### src/rtl/gf_hit_pkg.sv
// Shared constants, DIN field layout and FSM encoding for the hit combination generator.
package gf_hit_pkg;

  localparam int HITBITS   = 10;
  localparam int NLAYERS   = 4;
  localparam int LAYBITS   = 2;
  localparam int DEPTHBITS = 3;
  localparam int DEPTH     = 1 << DEPTHBITS;

  // DIN layout, MSB first: end-of-road flag, layer ID, hit word.
  localparam int DIN_W   = 1 + LAYBITS + HITBITS;
  localparam int EOR_BIT = LAYBITS + HITBITS;
  localparam int LAY_LSB = HITBITS;
  localparam int HIT_LSB = 0;

  typedef struct packed {
    logic               eor;
    logic [LAYBITS-1:0] layer;
    logic [HITBITS-1:0] hit;
  } din_t;

  typedef enum logic {
    ST_FILL = 1'b0,
    ST_ENUM = 1'b1
  } state_e;

endpackage

### src/rtl/hit_layer_buf.sv
// One layer's hit buffer: append-only storage with a fill count, a full flag
// and an asynchronous read port addressed by the enumeration index.
module hit_layer_buf
  import gf_hit_pkg::*;
(
  input  logic                 clk,
  input  logic                 rst,
  input  logic                 clr,
  input  logic                 wr_en,
  input  logic [HITBITS-1:0]   wr_data,
  input  logic [DEPTHBITS-1:0] rd_idx,
  output logic [HITBITS-1:0]   rd_data,
  output logic [DEPTHBITS:0]   cnt,
  output logic                 full
);

  logic [HITBITS-1:0]   mem_q [DEPTH];
  logic [HITBITS-1:0]   mem_d [DEPTH];
  logic [DEPTHBITS:0]   cnt_q;
  logic [DEPTHBITS:0]   cnt_d;

  // The count never exceeds DEPTH, so its top bit alone marks a full buffer.
  assign full    = cnt_q[DEPTHBITS];
  assign cnt     = cnt_q;
  assign rd_data = mem_q[rd_idx];

  always_comb begin
    mem_d = mem_q;
    cnt_d = cnt_q;
    if (clr) begin
      cnt_d = '0;
    end else if (wr_en && !full) begin
      mem_d[cnt_q[DEPTHBITS-1:0]] = wr_data;
      cnt_d = cnt_q + 1'b1;
    end
  end

  always_ff @(posedge clk) begin
    mem_q <= mem_d;
    if (rst) begin
      cnt_q <= '0;
    end else begin
      cnt_q <= cnt_d;
    end
  end

endmodule

### src/rtl/hit_comb_gen.sv
// Buffers one road's hits per layer, then walks every one-hit-per-layer
// combination with an odometer, strobing each onto HIT_OUT with CE_OUT.
module hit_comb_gen
  import gf_hit_pkg::*;
(
  input  logic                       CLOCK,
  input  logic                       RESET,
  input  logic [DIN_W-1:0]           DIN,
  input  logic                       DIN_VALID,
  output logic                       HOLD,
  input  logic                       DS_HOLD,
  output logic [NLAYERS*HITBITS-1:0] HIT_OUT,
  output logic                       CE_OUT,
  output logic                       LAST_COMB,
  output logic                       EMPTY_ROAD,
  output logic                       OVERFLOW,
  output logic                       BAD_LAYER
);

  din_t                       din;
  state_e                     state_q, state_d;
  logic [DEPTHBITS-1:0]       idx_q [NLAYERS];
  logic [DEPTHBITS-1:0]       idx_d [NLAYERS];
  logic [NLAYERS*HITBITS-1:0] hit_out_q, hit_out_d;
  logic                       ce_q, ce_d;
  logic                       last_q, last_d;
  logic                       empty_q, empty_d;
  logic                       ovf_q, ovf_d;
  logic                       bad_q, bad_d;

  logic [NLAYERS-1:0]         wr_en;
  logic [NLAYERS-1:0]         full;
  logic [NLAYERS-1:0]         at_end;
  logic [DEPTHBITS:0]         cnt [NLAYERS];
  logic [HITBITS-1:0]         rd_data [NLAYERS];
  logic                       buf_clr;
  logic                       accept, hit_word, eor_word, lay_ok;
  logic                       all_filled, all_at_end, carry;

  assign din = din_t'(DIN);

  // Words are only taken while filling; anything offered during enumeration is a protocol error and is ignored.
  always_comb begin
    accept     = DIN_VALID && (state_q == ST_FILL);
    hit_word   = accept && !din.eor;
    eor_word   = accept && din.eor;
    lay_ok     = (int'(din.layer) < NLAYERS);
    wr_en      = '0;
    all_filled = 1'b1;
    at_end     = '0;
    for (int k = 0; k < NLAYERS; k++) begin
      wr_en[k]  = hit_word && lay_ok && (int'(din.layer) == k);
      at_end[k] = ({1'b0, idx_q[k]} == (cnt[k] - 1'b1));
      if (cnt[k] == '0) begin
        all_filled = 1'b0;
      end
    end
    all_at_end = &at_end;
  end

  for (genvar g = 0; g < NLAYERS; g++) begin : g_buf
    hit_layer_buf u_buf (
      .clk     (CLOCK),
      .rst     (RESET),
      .clr     (buf_clr),
      .wr_en   (wr_en[g]),
      .wr_data (din.hit),
      .rd_idx  (idx_q[g]),
      .rd_data (rd_data[g]),
      .cnt     (cnt[g]),
      .full    (full[g])
    );
  end

  // In ENUM, a registered LAST_COMB means the final combination is already out; that cycle returns to FILL.
  always_comb begin
    state_d   = state_q;
    idx_d     = idx_q;
    hit_out_d = hit_out_q;
    ce_d      = 1'b0;
    last_d    = 1'b0;
    empty_d   = 1'b0;
    bad_d     = hit_word && !lay_ok;
    ovf_d     = ovf_q;
    buf_clr   = 1'b0;
    carry     = 1'b0;

    case (state_q)
      ST_FILL: begin
        if (eor_word) begin
          ovf_d = 1'b0;
          if (all_filled) begin
            state_d = ST_ENUM;
          end else begin
            empty_d = 1'b1;
            buf_clr = 1'b1;
          end
        end else if (hit_word && lay_ok && full[din.layer]) begin
          ovf_d = 1'b1;
        end
      end

      ST_ENUM: begin
        if (last_q) begin
          state_d = ST_FILL;
          buf_clr = 1'b1;
          for (int k = 0; k < NLAYERS; k++) begin
            idx_d[k] = '0;
          end
        end else if (!DS_HOLD) begin
          ce_d   = 1'b1;
          last_d = all_at_end;
          for (int k = 0; k < NLAYERS; k++) begin
            hit_out_d[k*HITBITS +: HITBITS] = rd_data[k];
          end
          // Layer 0 is the fastest digit; a digit at its count wraps and carries.
          carry = 1'b1;
          for (int k = 0; k < NLAYERS; k++) begin
            if (carry) begin
              if (at_end[k]) begin
                idx_d[k] = '0;
              end else begin
                idx_d[k] = idx_q[k] + 1'b1;
                carry    = 1'b0;
              end
            end
          end
        end
      end

      default: begin
        state_d = ST_FILL;
      end
    endcase
  end

  always_ff @(posedge CLOCK) begin
    if (RESET) begin
      state_q   <= ST_FILL;
      idx_q     <= '{default: '0};
      hit_out_q <= '0;
      ce_q      <= 1'b0;
      last_q    <= 1'b0;
      empty_q   <= 1'b0;
      ovf_q     <= 1'b0;
      bad_q     <= 1'b0;
    end else begin
      state_q   <= state_d;
      idx_q     <= idx_d;
      hit_out_q <= hit_out_d;
      ce_q      <= ce_d;
      last_q    <= last_d;
      empty_q   <= empty_d;
      ovf_q     <= ovf_d;
      bad_q     <= bad_d;
    end
  end

  assign HOLD       = (state_q == ST_ENUM);
  assign HIT_OUT    = hit_out_q;
  assign CE_OUT     = ce_q;
  assign LAST_COMB  = last_q;
  assign EMPTY_ROAD = empty_q;
  assign OVERFLOW   = ovf_q;
  assign BAD_LAYER  = bad_q;

endmodule
### config.mk
export PLATFORM = sky130hd
export DESIGN_NAME = hit_comb_gen
export DESIGN_NICKNAME = d
export VERILOG_FILES = /design/src/rtl/gf_hit_pkg.sv /design/src/rtl/hit_layer_buf.sv /design/src/rtl/hit_comb_gen.sv
export SDC_FILE = /design/constraint.sdc
export NUM_CORES = 1
export LEC_CHECK = 0
export CORE_UTILIZATION = 55
export CTS_CLUSTER_SIZE = 30
export DETAILED_ROUTE_END_ITERATION = 7
export PLACE_DENSITY = 0.86
export SYNTH_ARGS = -nofsm -noshare
export SYNTH_HDL_FRONTEND = slang
export SYNTH_HIERARCHICAL = 1
export SYNTH_SLANG_ARGS = --single-unit
### constraint.sdc
create_clock -name CLOCK -period 3.33 [get_ports CLOCK]
set_input_delay 0.666 -clock CLOCK [delete_from_list [all_inputs] [get_ports CLOCK]]
set_output_delay 0.666 -clock CLOCK [all_outputs]
set_load 0.03 [all_outputs]
==> flow_summary.yaml <==
outcome:
  status: "finished clean"
drt:
  wl_um: 32200
  antenna_left: 0
  first_iter_violations: 654
  wl_per_cell_um: 22.1
  num_vias: 8504
  dr.pass1.iters: 5
  drcViolationCount: 0
  via_per_inst: 5.82
critical_path:
  worstSetupEndpointType: "register"
  arrival_ps: 3340
  critical_path_class: "reg -> reg"
  required_ps: 3560
  crit_fanout: 13
  start_kind: "register"
cells_and_area:
  syn_to_final_growth_pct: 16.9
  fill_cells: 1792
  antenna_cells: 0
  drive_gt1_frac: 0.179
  fin_nets: 1080
  multi_input_area_um2: 4630
  seqCellArea_um2: 11100
  final_cells: 1460
yosys:
  syn_area_per_cell_um2: 17.4
  yosysTopAreaCell: "edfxtp_1"
  synthCells: 916
  ys_async_sr_fraction: 0
  ys_seq_area_frac: 0.693
  synth_area_leaders: "edfxtp_1, mux4_1, dfxtp_1"
  yosysTopAreaCellShare: 0.602
  synth-warning-count: 6
  netlist_area_um2: 16000
  syn_nets: 949
  synth-edff-count: 320
  synth_ff_type: "edfxtp_1"
  ys_seq_elements: 393
  synth.distinct_cells: 60
sta:
  hold_viol: 0
  rsz0062_at_grt: "false"
  post-route-period-util: 0.934
  report.final.slew_viol_count: 0
  setup_ws_ps: 219
  setup_violations: 0
  period_needed_ps: 3110
  clock_skew_ps: 10.6
  max_slew.worst_pin.slew_ps: 1230
  fmax_mhz: 321
  slew_headroom: 0.176
global_routing:
  grt_pass1_wl_um: 48500
  grt_pass1_vias: 8609
  grt_util_all_layers: 0.222
  grt_start_max_net_pins: 45
  overflow: 0
  antenna_found_initial: 0
cts:
  clock_sinks: 393
  cts_tree: "done"
  clkTransAtPathRegs_ps: 60
  cts_buffers: 38
  h-tree-depth: 2
  cts_root_buffer: "clkbuf_16"
  clk_latency_ps: 520
  clk_path_buf_depth: 3
power_and_ir_drop:
  irDropWorstVdd_mv: 0.374
  powerDensity_nw_per_um2: 526
  power_leakage_uw: 0.00613
min_path:
  min_path_type: "reg -> reg"
placement:
  place_inst: 1391
  routabilityCongestion: 0.778
  post-place-ws_ps: 108
  dp_hpwl_um: 19400
  portBuffers: 61
floorplanning:
  die_w_um: 172
  start_util: 0.558
  die_y_um: 172
  row_count: 62
  core_um2: 28600
  die-area_um2: 29700
  io_pins: 63
job:
  max-cap-violations: 0
==> cell usage in the layout (no fill, tap or decap), types with 6 or more instances in the layout <==
cell type and count:
edfxtp_1 320, nand2_1 97, mux4_1 80, buf_4 73, dfxtp_1 72, clkdlybuf4s50_1 60, a21oi_1 50, clkbuf_16 42
mux2_2 40, nor2_1 37, nor3_1 25, ha_1 16, inv_1 14, xor2_1 11, nand2b_1 10, nand3b_1 9
xnor2_1 9, clkbuf_1 9, o211ai_1 6, mux2i_1 6, clkinv_2 6
==> synth_stat cells (all sizes together) (2+ instances only) <==
library cell  number
edfxtp           320
nand2             98
mux4              81
dfxtp             73
a21oi             51
mux2              40
nor2              38
nor3              29
clkbuf            23
buf               20
ha                16
inv               14
xor2              11
nand2b            10
nand3b             9
xnor2              9
o21ai              7
mux2i              6
o211ai             6
nor2b              5
or3b               5
a41oi              4
and2b              4
nand3              3
nor3b              3
o21a               3
or4                3
nand4b             2
o31ai              2
or2                2
==> sequential cells by signal, indices dropped and copies added, names as in the netlist <==
register	cells
EMPTY_ROAD	1
idx_q	12
CE_OUT	1
g_buf.u_buf/mem_q	320
g_buf.u_buf/cnt	16
LAST_COMB	1
OVERFLOW	1
HIT_OUT	40
HOLD	1
==> per-layer routing <==
layer  vias up  share of wire  track usage
met2       272           0.52        0.385
met3        65          0.054       0.0369
met5         -              0            0
li1       3900              -            -
met1      4267           0.40        0.280
met4         0          0.031       0.0877
==> worst max-delay path, stage by stage (launching register included) <==
cell and delay (ps):
dfxtp_1 530, inv_1 130, ha_1 220, a221oi_1 370, nand3b_1 190, nand2_1 340, buf_4 300, nand3b_1 240
nor3_1 230, buf_4 240
==> repair_timing <==
action	in CTS	in global routing
setup endpoints to repair	0	12
setup buffers	0	0
hold buffers	0	0
resized for setup	0	1
==> cell families after synthesis <==
| kind of cell | Yosys count | share of synthesized area |
|---|---|---|
| and+or+nand+nor | 218 | 0.0659 |
| muxes | 127 | 0.165 |
| other | 1 | 0.000235 |
| adders and majority gates | 16 | 0.0125 |
| buffers and inverters | 57 | 0.0186 |
| AOI/OAI and AO/OA | 84 | 0.0338 |
| xor gates and xnor gates | 20 | 0.0110 |
| DFF | 393 | 0.693 |
==> layout make-up <==
cell class,count,share of cell area
clock buffers,56,0.0618
clock inverters,13,0.00657
inverters,14,0.00282
multi-input cells,466,0.248
flip-flops and latches,393,0.593
well taps,384,0.0257
repair buffers,134,0.0618
==> through the flow <==
stage / cell area, µm² / TNS [ps] / util / total power, µW / hold slack (ps)
after floorplan: 16000 / -7.26 / - / 5480 / 472
after global placement: 17400 / 0 / 0.608 / 5600 / 443
after detailed placement: 17400 / 0 / 0.608 / 5610 / 446
after CTS: 18700 / 0 / 0.652 / 9880 / 454
after global routing: 18700 / 0 / 0.652 / 10100 / 469
final: 18700 / 0 / 0.652 / 9810 / 452
==> final timing paths <==
kind                                                         start                                  to  slack [ps]  cells past startpoint
worst min register to register            HIT_OUT[13]$_SDFFE_PP0P_            HIT_OUT[13]$_SDFFE_PP0P_         450                      2
worst min-delay path                      HIT_OUT[13]$_SDFFE_PP0P_            HIT_OUT[13]$_SDFFE_PP0P_         450                      2
worst max-delay path            g_buf[2].u_buf/cnt[0]$_SDFFE_PP0P_  g_buf[2].u_buf/mem_q[62]$_DFFE_PP_         220                      9
worst max register to register  g_buf[2].u_buf/cnt[0]$_SDFFE_PP0P_  g_buf[2].u_buf/mem_q[62]$_DFFE_PP_         220                      9
==> power breakdown <==
part,switching [µW],internal (µW)
Clock,1750,2560
Combinational,129,57.0
Sequential,4.19,5310
Total,1880,7940
No activity file was read; power rests on OpenSTA's default activity.
